===== config.mk =====
export PLATFORM = sky130hd
export DESIGN_NAME = mem_wb_cycle
export DESIGN_NICKNAME = d
export VERILOG_FILES = /design/src/rtl/mips_pkg.sv /design/src/rtl/mem_wb_cycle_load_align.sv /design/src/rtl/mem_wb_cycle.sv
export SDC_FILE = /design/constraint.sdc
export NUM_CORES = 1
export LEC_CHECK = 0
export BUFFER_PORTS_ARGS = -buffer_cell sky130_fd_sc_hd__buf_2
export CAP_MARGIN = 15
export CELL_PAD_IN_SITES_DETAIL_PLACEMENT = 0
export CELL_PAD_IN_SITES_GLOBAL_PLACEMENT = 1
export CORE_ASPECT_RATIO = 2
export CORE_MARGIN = 4
export CORE_UTILIZATION = 30
export DETAILED_ROUTE_END_ITERATION = 16
export PLACE_DENSITY = 0.59
export SETUP_SLACK_MARGIN = 0.5
export SKIP_LAST_GASP = 1
export SYNTH_ARGS = -nofsm -noshare
export SYNTH_HDL_FRONTEND = slang
export SYNTH_SLANG_ARGS = --single-unit

===== constraint.sdc =====
create_clock -name clk -period 2.5 [get_ports clk]
set_clock_uncertainty 0.1 [all_clocks]
set_input_delay 0.125 -clock clk [delete_from_list [all_inputs] [get_ports clk]]
set_output_delay 0.125 -clock clk [all_outputs]
set_load 0.005 [all_outputs]

===== src/rtl/mips_pkg.sv =====
// Shared encodings and types for the MIPS pipeline: load width/sign codes
// and the MEM/WB pipeline register layout.
package mips_pkg;

  localparam int DATA_W = 32;
  localparam int REG_W  = 5;

  // Codes 3'b101..3'b111 are not listed and behave as LS_W.
  typedef enum logic [2:0] {
    LS_W  = 3'b000,
    LS_B  = 3'b001,
    LS_BU = 3'b010,
    LS_H  = 3'b011,
    LS_HU = 3'b100
  } ld_size_e;

  typedef struct packed {
    logic              valid;
    logic [REG_W-1:0]  rd;
    logic [DATA_W-1:0] data;
    logic [DATA_W-1:0] alu;
    logic              regwrite;
    logic              memtoreg;
    logic [2:0]        ldsize;
  } mem_wb_t;

  function automatic logic [DATA_W-1:0] sext8(input logic [7:0] b, input logic sgn);
    return {{24{sgn & b[7]}}, b};
  endfunction

  function automatic logic [DATA_W-1:0] sext16(input logic [15:0] h, input logic sgn);
    return {{16{sgn & h[15]}}, h};
  endfunction

endpackage


===== src/rtl/mem_wb_cycle_load_align.sv =====
// Big-endian byte/halfword extraction with sign/zero extension and
// misalignment detection for the writeback stage.
module load_align
  import mips_pkg::*;
(
  input  logic [DATA_W-1:0] word_i,
  input  logic [1:0]        addr_i,
  input  logic [2:0]        ld_size_i,
  output logic [DATA_W-1:0] data_o,
  output logic              misaligned_o
);

  logic [7:0]  byte_sel;
  logic [15:0] half_sel;

  // Byte 0 lives in the most significant lane.
  always_comb begin
    byte_sel = word_i[31:24];
    case (addr_i)
      2'd0: byte_sel = word_i[31:24];
      2'd1: byte_sel = word_i[23:16];
      2'd2: byte_sel = word_i[15:8];
      2'd3: byte_sel = word_i[7:0];
      default: byte_sel = word_i[31:24];
    endcase
  end

  assign half_sel = addr_i[1] ? word_i[15:0] : word_i[31:16];

  always_comb begin
    data_o       = word_i;
    misaligned_o = 1'b0;
    case (ld_size_i)
      LS_B: begin
        data_o = sext8(byte_sel, 1'b1);
      end
      LS_BU: begin
        data_o = sext8(byte_sel, 1'b0);
      end
      LS_H: begin
        data_o       = sext16(half_sel, 1'b1);
        misaligned_o = addr_i[0];
      end
      LS_HU: begin
        data_o       = sext16(half_sel, 1'b0);
        misaligned_o = addr_i[0];
      end
      default: begin
        data_o       = word_i;
        misaligned_o = |addr_i;
      end
    endcase
  end

endmodule


===== src/rtl/mem_wb_cycle.sv =====
// MEM/WB pipeline register plus writeback: load alignment, result mux,
// register-file write port, retired-instruction counter and misalign flag.
module mem_wb_cycle
  import mips_pkg::*;
(
  input  logic              clk,
  input  logic              rst_n,
  input  logic              valid_in,
  input  logic [DATA_W-1:0] ReadData,
  input  logic [DATA_W-1:0] ALUres_out,
  input  logic [REG_W-1:0]  des_reg_out,
  input  logic              RegWrite,
  input  logic              MemtoReg,
  input  logic [2:0]        ld_size,
  input  logic              stall,
  input  logic              flush,
  output logic              wb_en,
  output logic [REG_W-1:0]  wb_reg,
  output logic [DATA_W-1:0] wb_data,
  output logic [DATA_W-1:0] retired,
  output logic              misalign,
  output logic [DATA_W-1:0] misalign_addr
);

  mem_wb_t           stage_q, stage_d;
  logic [DATA_W-1:0] retired_q, retired_d;
  logic              misalign_q, misalign_d;
  logic [DATA_W-1:0] misalign_addr_q, misalign_addr_d;

  logic [DATA_W-1:0] load_data;
  logic              load_misaligned;
  logic              bad;
  logic              leaving;

  load_align u_load_align (
    .word_i       (stage_q.data),
    .addr_i       (stage_q.alu[1:0]),
    .ld_size_i    (stage_q.ldsize),
    .data_o       (load_data),
    .misaligned_o (load_misaligned)
  );

  assign bad = stage_q.valid & stage_q.memtoreg & load_misaligned;

  // The held instruction departs whenever the stage is not frozen; a flush
  // also pushes it out, even if stall is raised at the same time.
  assign leaving = stage_q.valid & (flush | ~stall);

  always_comb begin
    stage_d = stage_q;
    if (flush) begin
      stage_d.valid = 1'b0;
    end else if (!stall) begin
      stage_d.valid    = valid_in;
      stage_d.rd       = des_reg_out;
      stage_d.data     = ReadData;
      stage_d.alu      = ALUres_out;
      stage_d.regwrite = RegWrite;
      stage_d.memtoreg = MemtoReg;
      stage_d.ldsize   = ld_size;
    end
  end

  always_comb begin
    retired_d       = retired_q + {{(DATA_W-1){1'b0}}, leaving};
    misalign_d      = misalign_q;
    misalign_addr_d = misalign_addr_q;
    if (bad && !misalign_q) begin
      misalign_d      = 1'b1;
      misalign_addr_d = stage_q.alu;
    end
  end

  always_ff @(posedge clk or negedge rst_n) begin
    if (!rst_n) begin
      stage_q         <= '0;
      retired_q       <= '0;
      misalign_q      <= 1'b0;
      misalign_addr_q <= '0;
    end else begin
      stage_q         <= stage_d;
      retired_q       <= retired_d;
      misalign_q      <= misalign_d;
      misalign_addr_q <= misalign_addr_d;
    end
  end

  assign wb_reg        = stage_q.rd;
  assign wb_data       = stage_q.memtoreg ? load_data : stage_q.alu;
  assign wb_en         = stage_q.valid & stage_q.regwrite & (|stage_q.rd) & ~bad;
  assign retired       = retired_q;
  assign misalign      = misalign_q;
  assign misalign_addr = misalign_addr_q;

endmodule


==> impl_metrics.json, run 1 <==
{
  "status": "complete, no violations",
  "reg2reg_depth": 9,
  "grt_overflow": 0,
  "cts_max_level": 4,
  "critPathCaptureType": "primary output",
  "holdPathStages": 3,
  "routedWlPerCell_um": 19.63,
  "syn_area_um2": 6843,
  "clkLatencyLatePin_ns": 0.43,
  "remaining_drc_errors": 0,
  "maxCapViolations": 0,
  "clock_sinks": 140,
  "initial_core_util_pct": 30.75,
  "tns_ns": 0,
  "arrival_ns": 2.22,
  "slew_viol_final": 0,
  "yosysUniqueCellTypes": 57,
  "synth_area_per_cell_um2": 12.70,
  "finalCritPeriodShare_pct": 97.97,
  "mostFrequentLayoutCells": "178 x buf_2, 136 x dfrtp_1, 78 x dlygate4sd3_1, 68 x mux2_2, 32 x mux2_4",
  "reg2reg_from": "stage_q[0]$_DFFE_PN0P_",
  "track_usage_pct": 17.61,
  "fmax_ghz": 0.4083,
  "design_area_um2": 10220,
  "seq_area_frac_synth_pct": 51.20,
  "drive_above_1_share_pct": 49.65,
  "min-delay-start": "stall",
  "largest_reg_flops": 70,
  "row_count": 77,
  "hold_path_end": "retired[0]$_DFF_PN0_",
  "ioPinCount": 182,
  "firstDrtPassIters": 6,
  "vias": 5650,
  "syn2layout_area_growth_pct": 49.35,
  "die_w_um": 114.8,
  "cp-start-kind": "flop",
  "synth-edff-count": 0,
  "nets": 922,
  "peakVddDrop_mv": 0.4886,
  "synth_warnings": 0,
  "ys_dominant_reg_cell": "dfrtp_1",
  "grt_max_degree": 87,
  "drtIter0Drc": 402,
  "setup_viol": 0,
  "p_per_area_nw_per_um2": 784.6,
  "syn_nets": 620,
  "rr_endpoint": "misalign_addr[8]$_DFFE_PN0P_",
  "final_common_cell": "buf_2",
  "regMostFlops": "stage_q",
  "total_power_uw": 8019,
  "post-route-worst-setup-slack_ns": 0.05074,
  "grt_pass1_vias": 6064,
  "viasPerCell": 4.996,
  "rsz0062_at_grt": "yes",
  "grt_pass1_wl_mm": 34.20,
  "cp.required_ns": 2.28,
  "hold_violations": 0,
  "syn_inst": 539,
  "numPortBuffers": 181,
  "worstMarginPinSlew_ns": 0.6136,
  "critPathMaxFanout": 8,
  "dp_hpwl_mm": 15.47,
  "fp.dieH_um": 221.6,
  "ys_ff_latch": 140,
  "slew_headroom_pct": 59.10,
  "post_dp_cell_area_um2": 8087,
  "rrSetupSlack_ns": 0.19,
  "critPathKind": "flop to primary output",
  "tritoncts": "yes",
  "cts_max_path_buffers": 2,
  "cts_buffers": 17,
  "numPlacedInstances": 980,
  "die-area_um2": 25440,
  "fin_cells": 1131,
  "hold_path_class": "primary input to flop",
  "p_leak_uw": 0.004685,
  "clk_pin_slew_worst_paths_ns": 0.06,
  "core_area_um2": 22260,
  "dpl_worst_slack_ns": 0.06261,
  "routed_wl_mm": 22.20,
  "period_minus_slack_ns": 2.449,
  "antenna_left": 0,
  "place_congestion": 0.8133,
  "async_flop_share_pct": 100.0,
  "antenna_found_initial": 1,
  "cts_root_buffer": "clkbuf_16"
}
-- cells by family after synthesis --
kind of cell,Yosys count,share of synthesized area [%]
AOI/OAI and AO/OA,92,10.68
xor gates and xnor gates,33,4.224
adders and majority gates,3,0.5119
buffers and inverters,53,4.096
DFF,140,51.20
muxes,109,20.52
and+or+nand+nor,109,8.777
-- power breakdown --
group,switching [uW],total (uW),internal [uW]
clock network,950,2550,1600
registers,395,3120,2730
logic,986,2350,1360
-- Yosys cell counts (2+ instances only) --
library cell,number,share of area (%)
a222oi_1,7,1.0
nand4_1,14,1.3
xor2_1,4,0.51
and2_1,2,0.18
dfrtp_1,140,51
a221o_1,16,2.3
or3_1,2,0.18
mux2i_1,3,0.44
xnor2_1,29,3.7
mux4_2,6,2.0
nor3_1,4,0.29
nor4_1,2,0.18
o22a_1,5,0.64
o221a_2,2,0.33
buf_4,6,0.66
o21ai_0,13,0.95
nor2_1,30,1.6
o31ai_1,6,0.66
o32a_1,2,0.29
nor2_2,2,0.18
and3_1,4,0.37
buf_1,4,0.22
a21oi_1,20,1.5
buf_6,6,0.99
nor4_4,3,0.93
ha_1,2,0.37
inv_1,13,0.71
nand3_1,11,0.80
nand2b_1,2,0.18
mux2_4,30,6.6
nand2_1,24,1.3
clkbuf_1,11,0.60
mux2_2,70,12
a21bo_2,2,0.29
o211ai_1,3,0.33
a22o_1,5,0.64
a22oi_1,5,0.55
buf_2,10,0.73
-- critical path: stages (launching register included) --
cell and delay (ns):
dfrtp_2 0.43, buf_8 0.13, buf_12 0.14, buf_4 0.13, nand2b_1 0.23, nor2_1 0.07, a21oi_1 0.21, buf_4 0.20
a21oi_1 0.10, buf_2 0.16
-- repair_timing --
action,4_1_cts,5_1_grt
setup buffers,30,7
hold buffers,78,0
resized for setup,50,29
cloned,3,0
pin swaps,32,23
endpoints found under the hold margin,215,0
endpoints found under the setup margin,84,74
-- per-layer routing --
layer | vias up | track usage (%) | wire length, um
li1 | 2595 | - | -
met1 | 2803 | 19.01 | 8204
met2 | 200 | 31.38 | 12000
met3 | 52 | 3.442 | 1036
met4 | 0 | 9.818 | 962
met5 | - | 0 | 0
-- through the flow --
step                util, %  hold slack (ns)
floorplan                 -          -0.2706
global placement      36.34          -0.1638
detailed placement    36.34          -0.1613
CTS                   44.98          0.03826
global route          45.92          0.05865
finish                45.92          0.05986
-- cell type report --
| class | instances | area, um^2 |
|---|---|---|
| clock buffers | 26 | 509.2 |
| clock inverters | 6 | 82.58 |
| diodes | 1 | 2.502 |
| multi-input cells | 346 | 3261 |
| inverters | 15 | 58.81 |
| well taps | 276 | 345.3 |
| flip-flops and latches | 140 | 3508 |
| fillers | 2037 | 12040 |
| repair buffers | 321 | 2452 |
-- worst max path at each step --
stage                                        from               endpoint  slack [ns]  cells past startpoint
after floorplan           stage_q[74]$_DFFE_PN0N_  retired[28]$_DFF_PN0_        0.51                      7
after detailed placement   stage_q[1]$_DFFE_PN0P_            wb_data[31]        0.06                      6
after CTS                  stage_q[5]$_DFFE_PN0P_             wb_data[5]        0.05                      6
final                      stage_q[0]$_DFFE_PN0P_            wb_data[10]        0.05                      9
after global routing       stage_q[2]$_DFFE_PN0P_             wb_data[5]       -0.05                      6
after global placement     stage_q[1]$_DFFE_PN0P_            wb_data[31]        0.07                      6
No activity file was read; power rests on OpenSTA's default activity.
==> inputs of run 2 (changes only) <==
--- a/config.mk
+++ b/config.mk
@@ -14,7 +14,7 @@
 export CORE_UTILIZATION = 30
 export DETAILED_ROUTE_END_ITERATION = 16
 export PLACE_DENSITY = 0.59
-export SETUP_SLACK_MARGIN = 0.5
+export SETUP_SLACK_MARGIN = 0.1
 export SKIP_LAST_GASP = 1
 export SYNTH_ARGS = -nofsm -noshare
 export SYNTH_HDL_FRONTEND = slang
==> run 2 against run 1 <==
  * Design area fell by 2.7%
  * Fmax rose by 0.19%
  * Cell count fell by 0.71%
  * Non-clock buffer count fell by 8
  * Via count fell by 0.65%
  * First-iteration DRC count fell by 5.7%
  * Wire length fell by 2.7%
  * Hold slack improved by 0.028 ns
  * Flip-flop and latch count did not move
  * Register-to-register slack improved by 0.02 ns
  * Clock power barely moved
  * Critical path type unchanged
==> impl_metrics.json, run 2 (synthesis results as in run 1) <==
{
  "numPortBuffers": 181,
  "grt_overflow": 0,
  "p_leak_uw": 0.004589,
  "cp_top_family": "compound AO/OA/AOI/OAI gates",
  "hold_path_class": "primary input to flop",
  "worstMarginPinSlew_ns": 0.6257,
  "antenna_found_initial": 1,
  "rrSetupSlack_ns": 0.21,
  "regMostFlops": "stage_q",
  "viasPerCell": 4.998,
  "maxCapViolations": 0,
  "dp_hpwl_mm": 15.47,
  "core_area_um2": 22260,
  "total_power_uw": 7944,
  "dpl_worst_slack_ns": 0.06261,
  "holdPathStages": 3,
  "vias": 5613,
  "crit_start": "stage_q[5]$_DFFE_PN0P_",
  "rr_endpoint": "misalign_addr[8]$_DFFE_PN0P_",
  "fin_cells": 1123,
  "tritoncts": "yes",
  "die-area_um2": 25440,
  "finalCritPeriodShare_pct": 97.78,
  "period_minus_slack_ns": 2.445,
  "peakVddDrop_mv": 0.4865,
  "hold_violations": 0,
  "tns_ns": 0,
  "cp-start-kind": "flop",
  "slowest_stage": "a222oi_1",
  "syn2layout_area_growth_pct": 45.29,
  "mostFrequentLayoutCells": "180 x buf_2, 137 x dfrtp_1, 78 x dlygate4sd3_1, 69 x mux2_2, 37 x buf_4",
  "clock_sinks": 140,
  "final_common_cell": "buf_2",
  "setup_viol": 0,
  "cts_root_buffer": "clkbuf_16",
  "reg2reg_depth": 8,
  "slew_headroom_pct": 57.97,
  "clkLatencyLatePin_ns": 0.43,
  "rsz0062_at_grt": "yes",
  "post-route-worst-setup-slack_ns": 0.05541,
  "place_congestion": 0.8133,
  "path_buf_inv": 2,
  "numPlacedInstances": 980,
  "grt_max_degree": 87,
  "critPathMaxFanout": 3,
  "row_count": 77,
  "cp.required_ns": 2.28,
  "reg2reg_from": "stage_q[1]$_DFFE_PN0P_",
  "track_usage_pct": 17.22,
  "hold_path_end": "retired[0]$_DFF_PN0_",
  "min-delay-start": "stall",
  "remaining_drc_errors": 0,
  "largest_reg_flops": 70,
  "cts_max_level": 4,
  "drive_above_1_share_pct": 48.23,
  "slew_viol_final": 0,
  "nets": 914,
  "cp_num_cells": 6,
  "routedWlPerCell_um": 19.23,
  "firstDrtPassIters": 7,
  "post-route-util_pct": 44.67,
  "fmax_ghz": 0.4091,
  "routed_wl_mm": 21.60,
  "slowest_delay_ns": 0.46,
  "cts_buffers": 17,
  "num-fill-cells": 2065,
  "drtIter0Drc": 379,
  "critPathKind": "flop to primary output",
  "p_per_area_nw_per_um2": 799.0,
  "initial_core_util_pct": 30.75,
  "ioPinCount": 182,
  "antenna_left": 0,
  "cts_max_path_buffers": 2,
  "critPathCaptureType": "primary output",
  "arrival_ns": 2.22,
  "cp_cell_sequence": "buf_12 > maj3_2 > a21bo_2 > a222oi_1 > a21oi_1 > buf_2",
  "status": "complete, no violations",
  "die_w_um": 114.8,
  "grt_pass1_vias": 5941,
  "clk_pin_slew_worst_paths_ns": 0.06,
  "grt_pass1_wl_mm": 33.45,
  "fp.dieH_um": 221.6
}
==> run 2: power breakdown <==
part / leakage (uW) / switching [uW] / internal, uW
clock network: 0.000290 / 947 / 1600
logic: 0.00256 / 959 / 1330
registers: 0.00174 / 385 / 2730
==> run 2: per-stage QoR <==
step | area [um^2] | hold slack, ns
after global routing | 9942 | 0.08555
after detailed placement | 8087 | -0.1613
after CTS | 9742 | 0.06274
after floorplan | 6843 | -0.2706
after global placement | 8087 | -0.1638
final | 9942 | 0.08764
==> run 2: final cells by class <==
| cell class | instances | area [um^2] | share of cell area (%) |
|---|---|---|---|
| Antenna cell | 1 | 2.502 | 0.02517 |
| Clock buffer | 26 | 509.2 | 5.122 |
| Clock inverter | 6 | 82.58 | 0.8306 |
| Inverter | 15 | 62.56 | 0.6292 |
| Multi-Input combinational cell | 346 | 3193 | 32.12 |
| Sequential cell | 140 | 3507 | 35.28 |
| Tap cell | 276 | 345.3 | 3.473 |
| Timing Repair Buffer | 313 | 2240 | 22.53 |
==> run 2: worst max path at each step <==
stage / to / slack [ns]
floorplan: retired[28]$_DFF_PN0_ / 0.51
global placement: wb_data[31] / 0.07
detailed placement: wb_data[31] / 0.06
CTS: wb_data[5] / 0.05
global route: wb_data[5] / -0.05
finish: wb_data[5] / 0.06
==> run 2: worst register-to-register path: stages (launching register included) <==
cell and delay (ns):
dfrtp_2 0.41, buf_4 0.15, buf_4 0.17, nand3b_1 0.19, a31oi_4 0.13, nor4_4 0.25
buf_4 0.19, buf_12 0.21, mux2_4 0.37
==> run 2: timing repair <==
item,CTS,global route
setup buffers,21,11
resized for setup,29,24
endpoints found under the setup margin,31,66
hold endpoints to repair,215,0
pin swaps,17,19
hold buffers,78,0
==> run 2: per-layer routing <==
metal | global-route usage [%] | wire, um | part of all wire [%]
met2 | 30.43 | 11510 | 53
met1 | 19.01 | 8131 | 38
met3 | 3.169 | 946 | 4.4
met4 | 9.401 | 1015 | 4.7
met5 | 0 | 0 | 0
